===== config.mk =====
export PLATFORM = sky130hd
export DESIGN_NAME = rot_column_scanner
export DESIGN_NICKNAME = d
export VERILOG_FILES = /design/src/rtl/rot_column_scanner.sv
export SDC_FILE = /design/constraint.sdc
export NUM_CORES = 1
export LEC_CHECK = 0
export ABC_AREA = 1
export CORE_UTILIZATION = 49
export DETAILED_ROUTE_END_ITERATION = 16
export GPL_ROUTABILITY_DRIVEN = 0
export HOLD_SLACK_MARGIN = 0.1
export PLACE_DENSITY = 0.75
export SLEW_MARGIN = 20
export SYNTH_ARGS = -nofsm -noshare
export SYNTH_HDL_FRONTEND = slang
export SYNTH_SLANG_ARGS = --single-unit

===== constraint.sdc =====
create_clock -name clk_in -period 2.2 [get_ports clk_in]
set_input_delay 0.55 -clock clk_in [delete_from_list [all_inputs] [get_ports clk_in]]
set_output_delay 0.55 -clock clk_in [all_outputs]
set_load 0.05 [all_outputs]

===== src/rtl/rot_column_scanner.sv =====
// rot_column_scanner: tracks rotor angle from a once-per-revolution hall pulse,
// fetches the theta / theta+pi column pair each angular step and shifts both
// columns serially into two LED-driver chains, then latches them with radii.
module rot_column_scanner #(
    parameter int unsigned ROTATIONAL_RES = 1024,
    parameter int unsigned DISPLAY_RADIUS = 32,
    parameter int unsigned DISPLAY_HEIGHT = 64,
    parameter int unsigned DATA_SIZE      = 1,
    parameter int unsigned PERIOD_W       = 28,
    parameter int unsigned MIN_PERIOD     = 1000,
    parameter int unsigned SCLK_HALF      = 2,
    parameter int unsigned READ_LATENCY   = 2
) (
    input  logic                                         clk_in,
    input  logic                                         rst_in,
    input  logic                                         hall_in,
    input  logic                                         fb_busy,
    output logic [$clog2(ROTATIONAL_RES)-1:0]            theta_read,
    input  logic [1:0][DISPLAY_HEIGHT*DATA_SIZE-1:0]     columns_in,
    input  logic [1:0][$clog2(DISPLAY_RADIUS)-1:0]       radii_in,
    output logic [1:0]                                   sdata_out,
    output logic                                         sclk_out,
    output logic                                         latch_out,
    output logic [1:0][$clog2(DISPLAY_RADIUS)-1:0]       radius_out,
    output logic                                         blank_out,
    output logic                                         stalled,
    output logic [15:0]                                  overrun_count
);

    localparam int unsigned TW  = $clog2(ROTATIONAL_RES);
    localparam int unsigned RW  = $clog2(DISPLAY_RADIUS);
    localparam int unsigned CW  = DISPLAY_HEIGHT * DATA_SIZE;
    localparam int unsigned BCW = (CW > 1) ? $clog2(CW) : 1;
    localparam int unsigned HCW = (SCLK_HALF > 1) ? $clog2(SCLK_HALF) : 1;
    localparam int unsigned RCW = $clog2(READ_LATENCY + 2);

    localparam logic [1:0] S_IDLE  = 2'd0;
    localparam logic [1:0] S_READ  = 2'd1;
    localparam logic [1:0] S_SHIFT = 2'd2;
    localparam logic [1:0] S_LATCH = 2'd3;

    // rotor tracking state
    logic                hall_s1_q, hall_s2_q, hall_s3_q, hall_edge_q;
    logic                first_q, first_d;
    logic                seen_q, seen_d;
    logic                stalled_q, stalled_d;
    logic [PERIOD_W-1:0] period_cnt_q, period_cnt_d;
    logic [PERIOD_W-1:0] step_len_q, step_len_d;
    logic [PERIOD_W-1:0] step_cnt_q, step_cnt_d;
    logic [PERIOD_W-1:0] period_shift_c;
    logic [TW-1:0]       theta_q, theta_d;
    logic                accept_c, advance_c, step_evt_c, period_sat_c;

    // scan state
    logic [1:0]             state_q, state_d;
    logic [RCW-1:0]         wait_q, wait_d;
    logic [HCW-1:0]         half_q, half_d;
    logic [BCW-1:0]         bit_q, bit_d;
    logic [1:0][CW-1:0]     sh_q, sh_d;
    logic [1:0][RW-1:0]     rad_q, rad_d;
    logic [TW-1:0]          theta_read_q, theta_read_d;
    logic [1:0]             sdata_q, sdata_d;
    logic                   sclk_q, sclk_d;
    logic                   latch_q, latch_d;
    logic [1:0][RW-1:0]     radius_q, radius_d;
    logic [15:0]            ovr_q, ovr_d;

    // Hall acceptance, period measurement, angular stepping and stall detection
    always_comb begin
        first_d        = first_q;
        seen_d         = seen_q;
        stalled_d      = stalled_q;
        period_cnt_d   = period_cnt_q;
        step_len_d     = step_len_q;
        step_cnt_d     = step_cnt_q + PERIOD_W'(1);
        theta_d        = theta_q;
        period_shift_c = period_cnt_q >> TW;
        period_sat_c   = (period_cnt_q == {PERIOD_W{1'b1}});
        accept_c       = hall_edge_q && (first_q || (period_cnt_q >= PERIOD_W'(MIN_PERIOD)));
        advance_c      = !accept_c && (step_cnt_q == (step_len_q - PERIOD_W'(1)))
                         && (theta_q != TW'(ROTATIONAL_RES - 1));

        if (!period_sat_c) begin
            period_cnt_d = period_cnt_q + PERIOD_W'(1);
        end

        if (accept_c) begin
            period_cnt_d = '0;
            step_cnt_d   = '0;
            theta_d      = '0;
            step_len_d   = (period_shift_c == '0) ? PERIOD_W'(1) : period_shift_c;
            first_d      = 1'b0;
            seen_d       = 1'b1;
            if (seen_q) begin
                stalled_d = 1'b0;
            end
        end else begin
            if (advance_c) begin
                theta_d    = theta_q + TW'(1);
                step_cnt_d = '0;
            end
            if (period_sat_c) begin
                stalled_d = 1'b1;
                seen_d    = 1'b0;
            end
        end

        step_evt_c = (accept_c || advance_c) && !stalled_d;
    end

    // Scan FSM: fetch column pair, serialize both chains, strobe the latch
    always_comb begin
        state_d      = state_q;
        wait_d       = wait_q;
        half_d       = half_q;
        bit_d        = bit_q;
        sh_d         = sh_q;
        rad_d        = rad_q;
        theta_read_d = theta_read_q;
        sdata_d      = sdata_q;
        sclk_d       = sclk_q;
        latch_d      = latch_q;
        radius_d     = radius_q;
        ovr_d        = ovr_q;

        if (step_evt_c && (state_q != S_IDLE) && (ovr_q != 16'hFFFF)) begin
            ovr_d = ovr_q + 16'd1;
        end

        case (state_q)
            S_IDLE: begin
                if (step_evt_c) begin
                    theta_read_d = theta_d;
                    wait_d       = '0;
                    state_d      = S_READ;
                end
            end
            S_READ: begin
                if (wait_q == RCW'(READ_LATENCY)) begin
                    wait_d = '0;
                    if (!fb_busy) begin
                        for (int k = 0; k < 2; k++) begin
                            sdata_d[k] = columns_in[k][CW-1];
                            sh_d[k]    = columns_in[k] << 1;
                        end
                        rad_d   = radii_in;
                        sclk_d  = 1'b0;
                        half_d  = '0;
                        bit_d   = '0;
                        state_d = S_SHIFT;
                    end
                end else begin
                    wait_d = wait_q + RCW'(1);
                end
            end
            S_SHIFT: begin
                if (half_q == HCW'(SCLK_HALF - 1)) begin
                    half_d = '0;
                    if (!sclk_q) begin
                        sclk_d = 1'b1;
                    end else begin
                        sclk_d = 1'b0;
                        if (bit_q == BCW'(CW - 1)) begin
                            sdata_d  = '0;
                            latch_d  = 1'b1;
                            radius_d = rad_q;
                            state_d  = S_LATCH;
                        end else begin
                            bit_d = bit_q + BCW'(1);
                            for (int k = 0; k < 2; k++) begin
                                sdata_d[k] = sh_q[k][CW-1];
                                sh_d[k]    = sh_q[k] << 1;
                            end
                        end
                    end
                end else begin
                    half_d = half_q + HCW'(1);
                end
            end
            S_LATCH: begin
                if (half_q == HCW'(SCLK_HALF - 1)) begin
                    half_d  = '0;
                    latch_d = 1'b0;
                    state_d = S_IDLE;
                end else begin
                    half_d = half_q + HCW'(1);
                end
            end
            default: begin
                state_d = S_IDLE;
            end
        endcase
    end

    // State registers with synchronous reset
    always_ff @(posedge clk_in) begin
        if (rst_in) begin
            hall_s1_q    <= 1'b0;
            hall_s2_q    <= 1'b0;
            hall_s3_q    <= 1'b0;
            hall_edge_q  <= 1'b0;
            first_q      <= 1'b1;
            seen_q       <= 1'b0;
            stalled_q    <= 1'b1;
            period_cnt_q <= '0;
            step_len_q   <= PERIOD_W'(1);
            step_cnt_q   <= '0;
            theta_q      <= '0;
            state_q      <= S_IDLE;
            wait_q       <= '0;
            half_q       <= '0;
            bit_q        <= '0;
            sh_q         <= '0;
            rad_q        <= '0;
            theta_read_q <= '0;
            sdata_q      <= '0;
            sclk_q       <= 1'b0;
            latch_q      <= 1'b0;
            radius_q     <= '0;
            ovr_q        <= '0;
        end else begin
            hall_s1_q    <= hall_in;
            hall_s2_q    <= hall_s1_q;
            hall_s3_q    <= hall_s2_q;
            hall_edge_q  <= hall_s2_q && !hall_s3_q;
            first_q      <= first_d;
            seen_q       <= seen_d;
            stalled_q    <= stalled_d;
            period_cnt_q <= period_cnt_d;
            step_len_q   <= step_len_d;
            step_cnt_q   <= step_cnt_d;
            theta_q      <= theta_d;
            state_q      <= state_d;
            wait_q       <= wait_d;
            half_q       <= half_d;
            bit_q        <= bit_d;
            sh_q         <= sh_d;
            rad_q        <= rad_d;
            theta_read_q <= theta_read_d;
            sdata_q      <= sdata_d;
            sclk_q       <= sclk_d;
            latch_q      <= latch_d;
            radius_q     <= radius_d;
            ovr_q        <= ovr_d;
        end
    end

    assign theta_read    = theta_read_q;
    assign sdata_out     = sdata_q;
    assign sclk_out      = sclk_q;
    assign latch_out     = latch_q;
    assign radius_out    = radius_q;
    assign stalled       = stalled_q;
    assign blank_out     = stalled_q;
    assign overrun_count = ovr_q;

endmodule


==> impl.org <==
** Synthesis
- Cell types with the largest area share after synthesis :: sky130_fd_sc_hd__dfxtp_1, sky130_fd_sc_hd__nand2_1, sky130_fd_sc_hd__o21ai_0
- For this run, the leading register cell type out of synthesis is sky130_fd_sc_hd__dfxtp_1.
- Ranked by instance count, the synthesized netlist is headed by sky130_fd_sc_hd__nand2_1, sky130_fd_sc_hd__dfxtp_1, sky130_fd_sc_hd__o21ai_0.
- Syn. warnings :: 0
- The synthesized design contains 278 register bits.
- For this run, the register share of the synthesized area comes to 0.412.
- Summed over all instances, the cell type with the most area after synthesis is sky130_fd_sc_hd__dfxtp_1.
- The number of nets handed over by synthesis was 2,084.
- Mean area per synthesized cell :: 6.99 um2
- By instance count, the leading cell after synthesis is sky130_fd_sc_hd__nand2_1.
- Number of flops mapped to enable cells by yosys :: 0
- Post-synth ARST share :: 0
- Synth top area share :: 0.412
- Synthesis produced a netlist whose cell count is 1,930.
- In this run, distinct cell masters in the synthesized netlist total 46.
- Cell area after synthesis :: 13,500 um2

** Power
- Summed over all cells, the static leakage comes to 8.03 nW.
- Clk network pwr share :: 0.353
- Worst vdd ir :: 0.632 mV
- For this design the total switching power over the nets is 0.00466 W.
- Switching Fraction :: 0.304
- For this design the ratio of total power to cell area is 820 nW/um2.
- Of the total power, registers draw 0.397.
- The share of total power dissipated in combinational logic is 0.250.
- Total Power Consumption :: 0.0153 W
- Internal power comes to 0.0107 W.

** Global route
- Number of antenna violations at the first check in global routing :: 0
- Via count of the first global-routing pass :: 13,000
- Global-route wire length before repair :: 60,600 um
- Congestion Overflow GR :: 0
- For this run, the total global-route usage over all layers was measured as 0.254.
- Pin count of the biggest net entering global routing :: 128

** Finish
- FILL cells :: 2,138
- The number of antenna diodes in the final layout is 0.
- Compared with the post-synthesis result, the final layout area differs by 38.5%.
- The final layout contains 2,408 nets.
- Of the cells placed in the final design, the portion with a size suffix greater than 1 is 0.184.

** Floorplan
- The floorplan step defined a core boundary enclosing 27,000 um2.
- Top-level I/O count :: 184
- The floorplan step defined a die boundary enclosing 28,200 um2.
- The die is 168 um tall.
- From left edge to right edge, the die measures 168 um.
- The initialized floorplan defines 60 standard-cell rows.
- The initial utilization of the core area, before any placement, comes to 0.501.

** Timing
- Rel. slew slack :: 0.502
- Across the routed clock network, the largest skew measured is 0.0267 ns.
- Setup repair after global routing could not meet its margin everywhere.
- Final TNS setup :: -18.93 ns
- Number of failing hold endpoints at the final stage :: 0
- In the post-route analysis, the smallest setup slack over all paths is -0.381 ns.
- Setup violations remaining at the end of the flow were counted as 68.
- The count of final max-slew check failures was 0.
- Final cycle utilization of the critical path :: 1.17
- Final-layout worst hold slack :: 0.390 ns
- For the finished layout, the period the worst path requires is 2.58 ns.
- Actual slew at the worst max-slew pin :: 0.747 ns
- For this run, the top clock speed supported by timing is 0.387 GHz.

** Setup path
- The worst register-to-register path has a depth of 15.
- At the worst endpoint, the required time is 2.67 ns.
- FF-to-FF End :: overrun_count[14]
- The worst register-to-register path begins at step_len_q[1].
- CP Class :: reg -> reg
- For flop-to-flop paths, the worst setup slack is -0.38 ns.
- The worst setup path is launched from a register.
- STA classifies the critical path endpoint as a register.
- Data arrival time of the critical path :: 3.05 ns
- Highest fanout seen on the critical path :: 14

** Clock tree
- Clock latency on the worst-skew pair, taken at its later pin, is 0.56 ns.
- Number of clock buffers inserted by TritonCTS :: 29
- CTS tree :: built
- Maximum level of the CTS H-tree :: 1
- CTS root buffer :: sky130_fd_sc_hd__clkbuf_16
- The longest clock path from root to sink contains 3 buffers.
- The number of hold buffers added after CTS was 0.
- Clock tree synthesis found a total of 278 sinks.
- Clock-pin slew was measured on the worst setup and hold paths at 0.06 ns.

** Place
- Timing analysis after detailed placement gives a worst setup slack of -0.358 ns.
- PortBufs :: 183
- Sum of net half-perimeters after detailed placement :: 25,300 um

** Routing
- Routed Wire Length :: 38,900 um
- In the routed layout, each cell is associated on average with a via count of 5.43.
- For this run, the detailed router's first-pass iteration total came to 7.
- For this block, the initial DRC count from the detailed router was 1,041.
- In the final routed layout, each cell accounts on average for 14.9 um.
- Routed Antenna Nets :: 0
- Number of remaining DRC errors :: 0
- Number of vias in the routed layout :: 14,200

** Hold path
- Cell depth of the worst hold path :: 1
- The startpoint identified for the worst hold timing path is hall_s3_q.
- For hold timing, the worst endpoint is hall_edge_q.
- Worst min path class :: reg -> reg

** Run status
- The final reports fail on negative setup slack.
- The run finished, with violations left.

** Job
- Number of maximum-capacitance violations :: 0
cell usage in the layout (no fill, tap or decap), drive strengths merged, types with 2 or more instances in the layout:
| cell | synthesis | final |
|---|---|---|
| xor2 | 42 | 42 |
| dlygate4sd2 | 0 | 31 |
| nor3b | 11 | 11 |
| or2 | 5 | 5 |
| nor2 | 182 | 182 |
| nand4 | 42 | 42 |
| bufinv | 0 | 6 |
| inv | 178 | 179 |
| a31oi | 129 | 129 |
| clkdlybuf4s50 | 0 | 140 |
| a211oi | 12 | 12 |
| nand3b | 7 | 7 |
| o21ai | 175 | 175 |
| clkinv | 2 | 10 |
| nor4 | 12 | 12 |
| clkbuf | 72 | 44 |
| buf | 21 | 208 |
| a21oi | 60 | 60 |
| o31ai | 2 | 2 |
| o22ai | 7 | 7 |
| nand2 | 552 | 552 |
| nand3 | 57 | 57 |
| ha | 12 | 12 |
| nor3 | 48 | 48 |
| and2 | 3 | 3 |
| xnor2 | 17 | 17 |
| dfxtp | 278 | 278 |
timing repair:
| item | in CTS | in global routing |
|---|---|---|
| buffers inserted | 8 | 13 |
| gates cloned | 2 | 6 |
| pin swaps | 19 | 44 |
| endpoints found under the setup margin | 198 | 233 |
| gates resized for setup | 72 | 109 |
worst max-delay path by stage:
stage,startpoint,endpoint,slack (ns)
after detailed placement,fb_busy,sh_q[82],-0.36
after CTS,step_len_q[0],theta_read[9],-0.19
after global routing,step_len_q[1],overrun_count[15],-0.51
after global placement,fb_busy,sh_q[102],-0.26
final,step_len_q[1],overrun_count[14],-0.38
after floorplan,state_q[0],sh_q[100],-0.008
metrics by stage:
step / cell area (um2) / util / std cells
floorplan: 13500 / - / 1930
global placement: 16800 / 0.624 / 2535
detailed placement: 16800 / 0.624 / 2535
CTS: 18100 / 0.671 / 2598
global route: 18700 / 0.694 / 2617
finish: 18700 / 0.694 / 2617
layer usage:
layer,vias up,part of all wire,track usage
met5,-,0,0
met4,0,0.032,0.0882
met3,101,0.062,0.0270
met2,552,0.48,0.428
met1,6541,0.43,0.338
li1,7025,-,-
cell type report:
cell class                      instances  area [um2]  share of cell area
Multi-Input combinational cell       1379        7280               0.389
Sequential cell                       278        5580               0.298
Timing Repair Buffer                  385        3640               0.195
Clock buffer                           39         823              0.0440
Inverter                              180         702              0.0375
Tap cell                              341         427              0.0228
Clock inverter                         14         239              0.0128
Timing Repair inverter                  1        11.3            0.000602
state kept, by name, summed over array words and instances (netlist names), 6 cells and up:
register       count
theta_read        10
theta_q           10
sh_q             126
step_len_q        18
rad_q             10
bit_q              6
step_cnt_q        28
period_cnt_q      28
overrun_count     16
radius_out        10
critical path, stage by stage (launching register included):
cell and delay, ns:
sky130_fd_sc_hd__dfxtp_2 0.33, sky130_fd_sc_hd__nor2_2 0.20, sky130_fd_sc_hd__nand2_4 0.10, sky130_fd_sc_hd__inv_1 0.11, sky130_fd_sc_hd__nand2_1 0.09, sky130_fd_sc_hd__nor2_4 0.17, sky130_fd_sc_hd__nand3_1 0.10, sky130_fd_sc_hd__nand2_1 0.12
sky130_fd_sc_hd__nand4_1 0.23, sky130_fd_sc_hd__nor2_4 0.22, sky130_fd_sc_hd__nand3_4 0.16, sky130_fd_sc_hd__buf_6 0.17, sky130_fd_sc_hd__a21oi_4 0.13, sky130_fd_sc_hd__buf_12 0.15, sky130_fd_sc_hd__nand4_1 0.07, sky130_fd_sc_hd__a21oi_1 0.15
power by group through the flow:
stage	Clock, W	Sequential [W]	Combinational [W]
floorplan	0	0.00614	0.00215
global placement	0	0.00615	0.00306
detailed placement	0	0.00615	0.00319
CTS	0.00548	0.00607	0.00341
global route	0.00571	0.00616	0.00420
finish	0.00541	0.00609	0.00383
logic make-up after synthesis:
kind of cell,count (synthesis),share of synthesized area
xor gates and xnor gates,59,0.0383
DFF,278,0.412
adders and majority gates,12,0.0111
AOI/OAI and AO/OA,389,0.161
buffers and inverters,273,0.0788
and+or+nand+nor,919,0.298
Power figures use the tool's default switching activity.
